## src/rtl/mem_access_unit.sv

```systemverilog
// Initiator for the even/odd banked byte memory: splits byte-addressed 8/16-bit
// accesses and word bursts across both banks, and buffers read returns behind valid/ready.
module mem_access_unit #(
  parameter int BUFDEPTH = 2
) (
  input  logic        clk,
  input  logic        reset_n,
  input  logic        cmd_valid,
  output logic        cmd_ready,
  input  logic        cmd_write,
  input  logic        cmd_byte,
  input  logic [15:0] cmd_addr,
  input  logic [7:0]  cmd_len,
  input  logic [15:0] wr_data,
  input  logic        wr_valid,
  output logic        wr_ready,
  output logic [15:0] rd_data,
  output logic        rd_valid,
  input  logic        rd_ready,
  output logic        done,
  output logic [14:0] read_addr_even,
  output logic [14:0] read_addr_odd,
  input  logic [7:0]  read_data_even,
  input  logic [7:0]  read_data_odd,
  output logic [14:0] write_addr_even,
  output logic [14:0] write_addr_odd,
  output logic [7:0]  write_data_even,
  output logic [7:0]  write_data_odd,
  output logic        write_en_even,
  output logic        write_en_odd
);

  localparam int PW = (BUFDEPTH > 1) ? $clog2(BUFDEPTH) : 1;
  localparam int CW = $clog2(BUFDEPTH + 1);

  typedef enum logic [1:0] {IDLE, READ, WRITE} state_t;

  state_t        state_reg, state_next;
  logic [15:0]   addr_reg, addr_next;
  logic [7:0]    issue_left_reg, issue_left_next;
  logic [7:0]    words_left_reg, words_left_next;
  logic          byte_reg, byte_next;
  logic          done_reg, done_next;
  logic          inflight_reg;
  logic          steer_reg;

  logic [15:0]   fifo_mem [BUFDEPTH];
  logic [PW-1:0] wr_ptr_reg, rd_ptr_reg;
  logic [CW-1:0] count_reg;

  logic          cmd_fire, cmd_nop, accept_rd;
  logic [7:0]    cmd_words;
  logic          rd_pop, push, issue_burst, issue, wr_fire;
  logic [CW:0]   occ;
  logic [15:0]   issue_addr;
  logic [15:0]   ret_word;

  assign cmd_ready = (state_reg == IDLE);
  assign wr_ready  = (state_reg == WRITE);
  assign done      = done_reg;

  // Gated by reset_n so nothing is launched from cmd_* while reset is held.
  assign cmd_fire  = cmd_valid & cmd_ready & reset_n;
  assign cmd_words = cmd_byte ? 8'd1 : cmd_len;
  assign cmd_nop   = (cmd_words == 8'd0);
  assign accept_rd = cmd_fire & ~cmd_write & ~cmd_nop;

  assign rd_valid = (count_reg != '0);
  assign rd_data  = rd_valid ? fifo_mem[rd_ptr_reg] : 16'h0000;
  assign rd_pop   = rd_valid & rd_ready & (state_reg == READ);
  assign push     = inflight_reg;

  // A slot being popped this cycle is free for the word issued now.
  assign occ         = {1'b0, count_reg} + (CW+1)'(inflight_reg) - (CW+1)'(rd_pop);
  assign issue_burst = (state_reg == READ) && (issue_left_reg != 8'd0) &&
                       (occ < (CW+1)'(BUFDEPTH));
  assign issue       = accept_rd | issue_burst;

  // The first word issues in the accept cycle straight from cmd_addr.
  assign issue_addr     = accept_rd ? cmd_addr : addr_reg;
  assign read_addr_odd  = issue_addr[15:1];
  assign read_addr_even = issue_addr[15:1] + {14'b0, issue_addr[0]};

  assign wr_fire         = (state_reg == WRITE) & wr_valid;
  assign write_addr_odd  = addr_reg[15:1];
  assign write_addr_even = addr_reg[15:1] + {14'b0, addr_reg[0]};
  assign write_data_even = wr_fire ? (addr_reg[0] ? wr_data[15:8] : wr_data[7:0]) : 8'h00;
  assign write_data_odd  = wr_fire ? (addr_reg[0] ? wr_data[7:0] : wr_data[15:8]) : 8'h00;
  assign write_en_even   = wr_fire & (~byte_reg | ~addr_reg[0]);
  assign write_en_odd    = wr_fire & (~byte_reg | addr_reg[0]);

  // steer_reg remembers which bank held the low byte of the word now returning.
  always_comb begin
    ret_word = 16'h0000;
    if (byte_reg)
      ret_word = {8'h00, (steer_reg ? read_data_odd : read_data_even)};
    else if (steer_reg)
      ret_word = {read_data_even, read_data_odd};
    else
      ret_word = {read_data_odd, read_data_even};
  end

  always_comb begin
    state_next      = state_reg;
    addr_next       = addr_reg;
    issue_left_next = issue_left_reg;
    words_left_next = words_left_reg;
    byte_next       = byte_reg;
    done_next       = 1'b0;
    case (state_reg)
      IDLE: begin
        if (cmd_fire) begin
          byte_next = cmd_byte;
          if (cmd_nop) begin
            done_next = 1'b1;
          end else if (cmd_write) begin
            state_next      = WRITE;
            addr_next       = cmd_addr;
            words_left_next = cmd_words;
          end else begin
            state_next      = READ;
            addr_next       = cmd_addr + 16'd2;
            issue_left_next = cmd_words - 8'd1;
            words_left_next = cmd_words;
          end
        end
      end
      READ: begin
        if (issue_burst) begin
          addr_next       = addr_reg + 16'd2;
          issue_left_next = issue_left_reg - 8'd1;
        end
        if (rd_pop) begin
          words_left_next = words_left_reg - 8'd1;
          if (words_left_reg == 8'd1) begin
            state_next = IDLE;
            done_next  = 1'b1;
          end
        end
      end
      WRITE: begin
        if (wr_fire) begin
          addr_next       = addr_reg + 16'd2;
          words_left_next = words_left_reg - 8'd1;
          if (words_left_reg == 8'd1) begin
            state_next = IDLE;
            done_next  = 1'b1;
          end
        end
      end
      default: state_next = IDLE;
    endcase
  end

  always_ff @(posedge clk or negedge reset_n) begin
    if (!reset_n) begin
      state_reg      <= IDLE;
      addr_reg       <= 16'h0000;
      issue_left_reg <= 8'd0;
      words_left_reg <= 8'd0;
      byte_reg       <= 1'b0;
      done_reg       <= 1'b0;
      inflight_reg   <= 1'b0;
      steer_reg      <= 1'b0;
    end else begin
      state_reg      <= state_next;
      addr_reg       <= addr_next;
      issue_left_reg <= issue_left_next;
      words_left_reg <= words_left_next;
      byte_reg       <= byte_next;
      done_reg       <= done_next;
      inflight_reg   <= issue;
      if (issue)
        steer_reg <= issue_addr[0];
    end
  end

  always_ff @(posedge clk or negedge reset_n) begin
    if (!reset_n) begin
      wr_ptr_reg <= '0;
      rd_ptr_reg <= '0;
      count_reg  <= '0;
    end else begin
      if (push)
        wr_ptr_reg <= (wr_ptr_reg == PW'(BUFDEPTH - 1)) ? '0 : wr_ptr_reg + 1'b1;
      if (rd_pop)
        rd_ptr_reg <= (rd_ptr_reg == PW'(BUFDEPTH - 1)) ? '0 : rd_ptr_reg + 1'b1;
      if (push && !rd_pop)
        count_reg <= count_reg + 1'b1;
      else if (!push && rd_pop)
        count_reg <= count_reg - 1'b1;
    end
  end

  always_ff @(posedge clk) begin
    if (push)
      fifo_mem[wr_ptr_reg] <= ret_word;
  end

endmodule

```

## config.mk

```make
export PLATFORM = sky130hd
export DESIGN_NAME = mem_access_unit
export DESIGN_NICKNAME = d
export VERILOG_FILES = /design/src/rtl/mem_access_unit.sv
export SDC_FILE = /design/constraint.sdc
export NUM_CORES = 1
export LEC_CHECK = 0
export BUFFER_PORTS_ARGS = -buffer_cell sky130_fd_sc_hd__buf_2
export CAP_MARGIN = 20
export CORE_AREA = 2 2 112 157
export CTS_CLUSTER_DIAMETER = 100
export DETAILED_ROUTE_END_ITERATION = 6
export DIE_AREA = 0 0 114 159
export HOLD_SLACK_MARGIN = 0.08
export PLACE_DENSITY_LB_ADDON = 0.15
export SLEW_MARGIN = 40
export SYNTH_ARGS = -nofsm -noshare
export SYNTH_HDL_FRONTEND = slang
export SYNTH_SLANG_ARGS = --single-unit
export TNS_END_PERCENT = 20
```

## constraint.sdc

```tcl
create_clock -name clk -period 3.3 [get_ports clk]
set_clock_uncertainty 0.2 [all_clocks]
set_input_delay 0.495 -clock clk [delete_from_list [all_inputs] [get_ports clk]]
set_output_delay 0.495 -clock clk [all_outputs]
set_load 0.02 [all_outputs]
```

-- After elaboration in Yosys (flattened, before gate mapping)
Memories as Yosys holds them, arrays and structs flattened.
Cells that the tools add are included.
- $add $sub $neg: 13
- $mul: 0
- div/mod/pow operators: 0
- order comparisons: 1
- equal/unequal tests: 9
- shifts and indexed selects: 0
- mux-type cells: 45
- bitwise gates (word level): 16
- reductions and logical operators: 18
- operators with widths (operator ; number):
    16-bit 2-to-1 mux ; 9
    8-bit 2-to-1 mux ; 14
    16-bit one-hot mux with 3 select lines ; 1
    16-bit by 2-bit adder with 16-bit output, second input constant ; 2
    15-bit by 1-bit adder with 15-bit output ; 2
    8-bit one-hot mux with 3 select lines ; 1
    8-bit by 1-bit subtractor with 8-bit output, second input constant ; 3
    2-bit 2-to-1 mux ; 8
    8-bit one-hot mux with 2 select lines ; 1
    5-bit AND reduction ; 3
    1-bit AND ; 9
    1-bit 2-to-1 mux ; 9
    8-bit by 1-bit == test with 1-bit output, second input constant ; 1
    8-bit zero test ; 1
    2-bit != test, second input constant ; 4
    8-bit nonzero test ; 1
    2-bit one-hot mux with 3 select lines ; 1
    2-bit nonzero test ; 3
    1-bit logical AND ; 4
    2-bit by 1-bit != test with 1-bit output, second input constant ; 2
    1-bit NOT ; 4
    4-bit AND reduction ; 1
    2-bit by 1-bit adder with 3-bit output ; 1
    3-bit by 2-bit < comparator with 1-bit output, second input constant ; 1
    12 further kinds ; 16
- register bits after elaboration: 42
- latch bits: 0
- RAM bits: 32
- ROM bits: 0
- bits of input ports: 63
- output and inout bits: 98
- logic and storage cells: 114
- memories: 1
- memories (memory ; words ; width ; rd ports ; clocked after Yosys merged registers in ; write ports ; line ; RTL):
    fifo_mem ; 2 ; 16 ; 1 ; 0 ; 1 ; 47 ; logic [15:0] fifo_mem [BUFDEPTH];

-- Depth between registers and ports, before layout
Gate-level depths: netlist (run 1).
- word-level depth: 8
- depth in mapped cells: 17
- mapped depth without buffers: 13

-- Worst setup path before layout (run 1)
Ideal clock, no wire load.
- path kind: flip-flop to output port
- start point: register state_reg[0]
- end point: output read_addr_even[14]
- arrival: 3.088 ns
- data required time: 2.605 ns
- path slack: -0.483 ns
- stages on the path, launching flop included: 14
- cells stage by stage: dfrtp_1 > inv_1 > ha_1 > nand3_1 > a311oi_1 > buf_2 > buf_4 > nand2_1 > o21ai_0 > ha_1 > ha_1 > o21ai_0 > nor3_1 > xor2_1
- cells in the longest elaborated chain, start to end: 7
- RTL lines (item ; line ; RTL):
    start: declaration ; 38 ; state_t state_reg, state_next;
    start signal: assignment ; 166 ; state_reg <= state_next;
    2-bit zero test ; 58 ; assign cmd_ready = (state_reg == IDLE);
    via cmd_ready ; 9 ; output logic cmd_ready,
    1-bit AND (2 in a row) ; 63 ; assign cmd_fire = cmd_valid & cmd_ready & reset_n;
    1-bit AND (2 in a row) ; 66 ; assign accept_rd = cmd_fire & ~cmd_write & ~cmd_nop;
    16-bit 2-to-1 mux ; 80 ; assign issue_addr = accept_rd ? cmd_addr : addr_reg;
    via issue_addr[0] ; 55 ; logic [15:0] issue_addr;
    15-bit by 1-bit adder with 15-bit output ; 82 ; assign read_addr_even = issue_addr[15:1] + {14'b0, issue_addr[0]};
    end: declaration ; 21 ; output logic [14:0] read_addr_even,
The timed path passes the listed nets, and every way through them passes these cells.

-- Worst setup path in the final report (run 1)
- start point: register state_reg[1]
- end point: output read_addr_even[4]
- cells in the longest elaborated chain, start to end: 7
- RTL lines (item ; line):
    2-bit zero test ; 58
    1-bit AND (2 in a row) ; 63
    1-bit AND (2 in a row) ; 66
    16-bit 2-to-1 mux ; 80
    15-bit by 1-bit adder with 15-bit output ; 82
Every way passes these cells.

==> flow_summary.yaml, run 1 <==
finish:
  utilization: 0.444
  drive_above_1_share: 0.345
  antennaDiodeCount: 0
  nets: 902
  syn_to_final_growth_pct: 28.9
  largest_register_ffs: 32
  fin_area_mm2: 0.00740
pwr:
  p_per_area_mw_per_mm2: 978
  power_leakage_nw: 3.28
  peakVddDrop_mv: 0.465
  p_total_w: 0.00723
  pwr-share-clk: 0.136
  p_seq_frac: 0.253
  p_comb_frac: 0.611
  power_switching_w: 0.00360
  internal_power_w: 0.00363
  switching_share: 0.498
die:
  start_util: 0.344
  core_mm2: 0.0167
  die_h_um: 159
  dieArea_mm2: 0.0181
  rows: 56
  die_x_um: 114
  ioPinCount: 161
clock_tree:
  clkTransAtPathRegs_ps: 70
  numCtsBuffers: 9
  cts_root_buf: "clkbuf_16"
  clockBufferDepth: 2
  clock-sinks: 74
  clock_latency_ps: 350
  cts_tree: "yes"
  htreeDepth: 3
yosys:
  syn-cell-area_mm2: 0.00574
  syn_area_per_cell_um2: 8.59
  postSynth.asyncResetShare: 0.568
  syn_nets: 748
  ys_ff_latch: 74
  synth_edf_count: 32
  synth.distinct_cells: 59
  synth_ff_type: "dfrtp_1"
  ys_warn_count: 0
  synthCells: 668
  yosysSeqAreaShare: 0.351
job:
  cap_violations: 0
drt:
  vias: 5494
  drcViolationCount: 0
  wirelength_um: 18800
  via_per_inst: 5.33
  postRouteAntennaNets: 0
  detail_route.wl_per_cell_um: 18.2
  firstDrtPassIters: 5
  drtIter0Drc: 265
sta:
  finalHoldViolCount: 0
  timing.final.max_slew_violations: 0
  setup_viol: 6
  setup_ws_ps: -68.2
  fmax_ghz: 0.297
  fin_crit_ps: 3370
  slew_headroom: 0.480
  rsz0062_at_grt: "yes"
  tightest_slew_ps: 779
  fin_crit_sh: 1.02
setup_path:
  reg2regPathDepth: 13
  cp.arrival_ps: 2670
  worst-path-max-fanout: 4
  path_cells: "inv_2, ha_4, nand3_4, buf_6, a311o_1, nand2_1, nand2_2, ha_4, ha_4, buf_4, a21oi_1, nor2_1, a21oi_1, buf_4"
  critPathMaxStageDelay_ps: 400
  required_ps: 2600
  crit_top_cell: "ha_4"
  worstSetupPathType: "reg2out"
  start_kind: "flip-flop"
  end_kind: "output port"
  cp_slowest_cell: "dfrtp_1"
global_route:
  grt_pass1_wl_um: 29300
  grt_max_degree: 47
  grt_pass1_vias: 5584
  antenna_found_initial: 0
  grt_util_all_layers: 0.206
  overflow: 0
place:
  place_area_mm2: 0.00680
  hpwl_um: 14500
  place_ws_ps: -220
  portBuffers: 160
  gp_congestion: 0.878
worst_hold_path:
  min_path_type: "in2async"
outcome:
  violations: "setup timing"
  status: "finished, violations left"
==> layout make-up <==
class | instances | area, um2
Clock buffer | 9 | 225
Clock inverter | 7 | 68.8
Fill cell | 1684 | 9280
Inverter | 21 | 78.8
Multi-Input combinational cell | 502 | 3450
Sequential cell | 74 | 2010
Tap cell | 203 | 254
Timing Repair Buffer | 214 | 1310
==> metrics by stage <==
step / hold WS, ps / setup TNS, ps / cells
CTS: 161 / -739 / 1026
global placement: 267 / -477 / 1005
global route: 184 / -1550 / 1030
detailed placement: 270 / -1300 / 1005
finish: 154 / -224 / 1030
floorplan: -0.591 / -24.2 / 668
==> power by group through the flow <==
| stage | combinational (W) | clock (W) | sequential (W) |
|---|---|---|---|
| after floorplan | 0.00336 | 0 | 0.00155 |
| after global placement | 0.00419 | 0 | 0.00184 |
| after detailed placement | 0.00423 | 0 | 0.00185 |
| after CTS | 0.00437 | 0.00100 | 0.00183 |
| after global routing | 0.00480 | 0.00104 | 0.00188 |
| final | 0.00441 | 0.000983 | 0.00183 |
==> cells by family (layout without fill, tap and decap cells) <==
logic type | count (synthesis) | after routing | share of synthesized area
and+or+nand+nor | 254 | 254 | 0.204
AOI/OAI and AO/OA | 120 | 120 | 0.136
buffers and inverters | 92 | 251 | 0.0855
DFF | 74 | 74 | 0.351
muxes | 60 | 60 | 0.108
xor gates and xnor gates | 51 | 51 | 0.0778
adders and majority gates | 17 | 17 | 0.0384
==> cells in the final DEF, fill, tap and decap left out, drive strengths merged, types with 3 or more instances in the layout <==
cell,instances
o22ai,15
dfrtp,42
mux2,11
clkbuf,9
buf,213
nand3,27
nand2b,10
or2,3
nand3b,5
and3,4
nand2,88
edfxtp,32
a21oi,37
or4,4
o21ai,34
xnor2,27
nor3,14
nand4,9
mux2i,49
ha,16
nor2b,5
inv,26
o32ai,3
nor2,72
a22o,7
xor2,24
nor4,4
a31oi,3
==> path summary, 6_finish.rpt <==
check | startpoint | slack (ps) | to
worst max-delay path | state_reg[1] | -70 | read_addr_even[4]
worst min-delay path | reset_n | 150 | addr_reg[6]
worst max register to register | state_reg[1] | 130 | addr_reg[7]
worst min register to register | wr_ptr_reg | 280 | wr_ptr_reg
max in group asynchronous | reset_n | 2290 | rd_ptr_reg
min in group clk | cmd_addr[0] | 220 | addr_reg[0]
==> worst max-delay path, delay by kind of cell, from the launching register on <==
family	cells	cell delay (ps)
buffers and inverters	4	510
adders and majority gates	3	490
DFF	1	400
and+or+nand+nor	4	320
AOI/OAI and AO/OA	3	600
==> what timing repair did <==
action | CTS | global route
hold buffers | 0 | 0
cloned | 1 | 0
endpoints found under the hold margin | 0 | 0
pin swaps | 10 | 12
buffers inserted | 4 | 4
setup endpoints to repair | 13 | 25
gates resized for setup | 34 | 20
==> synthesized netlist by cell type (3+ instances only) <==
cell type / instances / area (um2)
o21ai_0: 33 / 165
nand4_1: 9 / 56.3
mux2_2: 10 / 113
nor3_1: 14 / 70.1
o22ai_1: 15 / 93.8
nor2b_1: 5 / 31.3
buf_4: 32 / 240
xor2_1: 24 / 210
nand2_1: 88 / 330
buf_2: 8 / 40.0
nor4_1: 4 / 25.0
a22o_1: 7 / 61.3
a21oi_1: 36 / 180
dfrtp_1: 42 / 1050
and3_1: 4 / 25.0
xnor2_1: 27 / 236
mux2i_1: 49 / 490
nand2b_1: 10 / 62.6
a31oi_1: 3 / 18.8
o32ai_1: 3 / 26.3
ha_1: 16 / 200
nor2_1: 72 / 270
nand3_1: 27 / 135
nand3b_1: 5 / 37.5
or2_2: 3 / 18.8
clkbuf_1: 29 / 109
edfxtp_1: 32 / 961
inv_1: 21 / 78.8
==> routing by layer <==
layer,track usage,up-vias,routed length (um)
met1,0.217,2664,6890
met4,0.106,0,746
met2,0.389,154,10500
met5,0,-,0
met3,0.0274,39,665
li1,-,2637,-
Note: power is estimated with default switching activity, not from simulation.
==> run 2, diff against run 1 <==
Settings changed: SLEW_MARGIN 40 to default.
Clock period 3.3 ns to 3.7 ns, I/O delays scaled along.
==> run 2 against run 1 <==
  * The run now ends clean
  * Non-clock buffer count fell by 30
  * Clock power fell by 15%
  * Global-route usage is 2.1 points lower
  * Flip-flop and latch count unchanged
  * Worst hold slack better by 25 ps
  * Clock-buffer cell count did not move
  * Total power is 16% lower
  * Combinational power is 20% lower
  * Sequential share of layout area grew 1.8 points
  * Critical path type unchanged
  * Largest power group unchanged
  * Highest routed layer unchanged
==> flow_summary.yaml, run 2 (same netlist as run 1, synthesis figures left out) <==
outcome:
  status: "finished clean"
finish:
  final_common_cell: "buf_2"
  drive_above_1_share: 0.292
  final_cell_count_no_fill: 1000
  antennaDiodeCount: 0
  largest_register_ffs: 32
  final_cell_mix: "buf_2, nand2_1, nor2_1"
  syn_to_final_growth_pct: 20.6
  nets: 872
global_route:
  grt_util_all_layers: 0.185
  grt_pass1_vias: 5360
  overflow: 0
  grt_max_degree: 47
  antenna_found_initial: 0
  grt_pass1_wl_um: 27100
drt:
  postRouteAntennaNets: 0
  wl_met1_um: 7040
  dr_wl_met3_um: 789
  wirelength_um: 16700
  firstDrtPassIters: 4
  vias: 5273
  drcViolationCount: 0
  drtIter0Drc: 221
  detail_route.wl_per_cell_um: 16.7
  routed.top_layer: "met4"
  via_per_inst: 5.27
  route.met2.wl_um: 8480
die:
  core_mm2: 0.0167
  die_x_um: 114
  die_h_um: 159
  ioPinCount: 161
  dieArea_mm2: 0.0181
  start_util: 0.344
  rows: 56
sta:
  timing.final.max_slew_violations: 0
  fin_crit_ps: 3640
  setup_ws_ps: 59.7
  fin_crit_sh: 0.984
  slew_headroom: 0.359
  finalHoldViolCount: 0
  tightest_slew_ps: 962
  setup_viol: 0
  rsz0062_at_grt: "yes"
  fin_tns_setup_ps: 0
  holdWs_ps: 180
  fmax_ghz: 0.275
setup_path:
  end_kind: "output port"
  cp_slowest_cell: "dfrtp_1"
  path_cells: "inv_2, ha_4, nand3_2, a311oi_4, nand2_1, o21ai_1, ha_2, ha_4, buf_4, nand3_1, xor2_1, a21oi_1, buf_4"
  cp.arrival_ps: 2890
  worstSetupPathType: "reg2out"
  worst-path-max-fanout: 4
  required_ps: 2940
  crit_buf_inv: 3
  r2r_slack_ps: 340
  critPathMaxStageDelay_ps: 400
  start_kind: "flip-flop"
  crit_family: "compound AO/OA/AOI/OAI gates"
clock_tree:
  cts_root_buf: "clkbuf_16"
  clockBufferDepth: 2
  htreeDepth: 3
  clock_latency_ps: 330
  numCtsBuffers: 9
  cts_tree: "yes"
  clock-sinks: 74
  cts_hold_buf: 0
  clkTransAtPathRegs_ps: 60
pwr:
  p_seq_frac: 0.275
  p_comb_frac: 0.587
  internal_power_w: 0.00301
  pwr-share-clk: 0.138
  power_leakage_nw: 3.06
  p_total_w: 0.00604
  p_per_area_mw_per_mm2: 873
  peakVddDrop_mv: 0.446
  switching_share: 0.501
  power_switching_w: 0.00303
job:
  cap_violations: 0
place:
  hpwl_um: 12600
  place_inst: 978
  gp_congestion: 0.844
  place_ws_ps: -27.1
  portBuffers: 160
worst_hold_path:
  min_path_type: "in2async"
-- run 2: cell type report --
class,instances,area (um2)
Clock buffer,9,225
Clock inverter,7,60.1
Fill cell,1714,9750
Inverter,21,78.8
Multi-Input combinational cell,502,3300
Sequential cell,74,2010
Tap cell,203,254
Timing Repair Buffer,184,992
-- run 2: worst paths after layout --
path / to / depth (start not counted) / startpoint
worst min register to register: wr_ptr_reg / 1 / wr_ptr_reg
max in group asynchronous: done / 2 / reset_n
min in group clk: wr_ptr_reg / 1 / wr_ptr_reg
worst min-delay path: words_left_reg[4] / 2 / reset_n
worst max register to register: issue_left_reg[2] / 14 / state_reg[0]
worst max-delay path: read_addr_even[4] / 13 / state_reg[1]
-- run 2: metal layers --
layer,up-vias,track usage
met5,-,0
met3,32,0.0266
met4,0,0.0676
met1,2482,0.221
li1,2570,-
met2,189,0.331
-- run 2: stage by stage --
| stage | cell area [um2] | util |
|---|---|---|
| 2_1_floorplan | 5750 | - |
| 6_report | 6920 | 0.415 |
| 5_1_grt | 6920 | 0.415 |
| 3_3_place_gp | 6550 | 0.393 |
| 4_1_cts | 6860 | 0.411 |
| 3_5_place_dp | 6550 | 0.393 |
-- run 2: power groups by stage --
stage                     combinational [W]  clock [W]  sequential (W)
final                               0.00355   0.000833         0.00166
after global routing                0.00391   0.000907         0.00172
after CTS                           0.00352   0.000869         0.00166
after detailed placement            0.00349          0         0.00168
after global placement              0.00345          0         0.00166
after floorplan                     0.00297          0         0.00138
-- run 2: timing repair --
item,in CTS,in global routing
pin swaps,1,4
setup endpoints to repair,10,8
resized for setup,8,8
setup buffers,1,5
-- run 2: worst register-to-register path, stage by stage (launching register included) --
cell and delay, ps:
dfrtp_1 390, buf_4 140, ha_1 210, nand3_1 170
inv_1 70, ha_1 260, nand2b_1 150, fa_1 380
xnor2_1 140, o211ai_1 180, a22oi_2 430, buf_4 230
nand2_1 60, mux2i_1 130, a221o_1 160
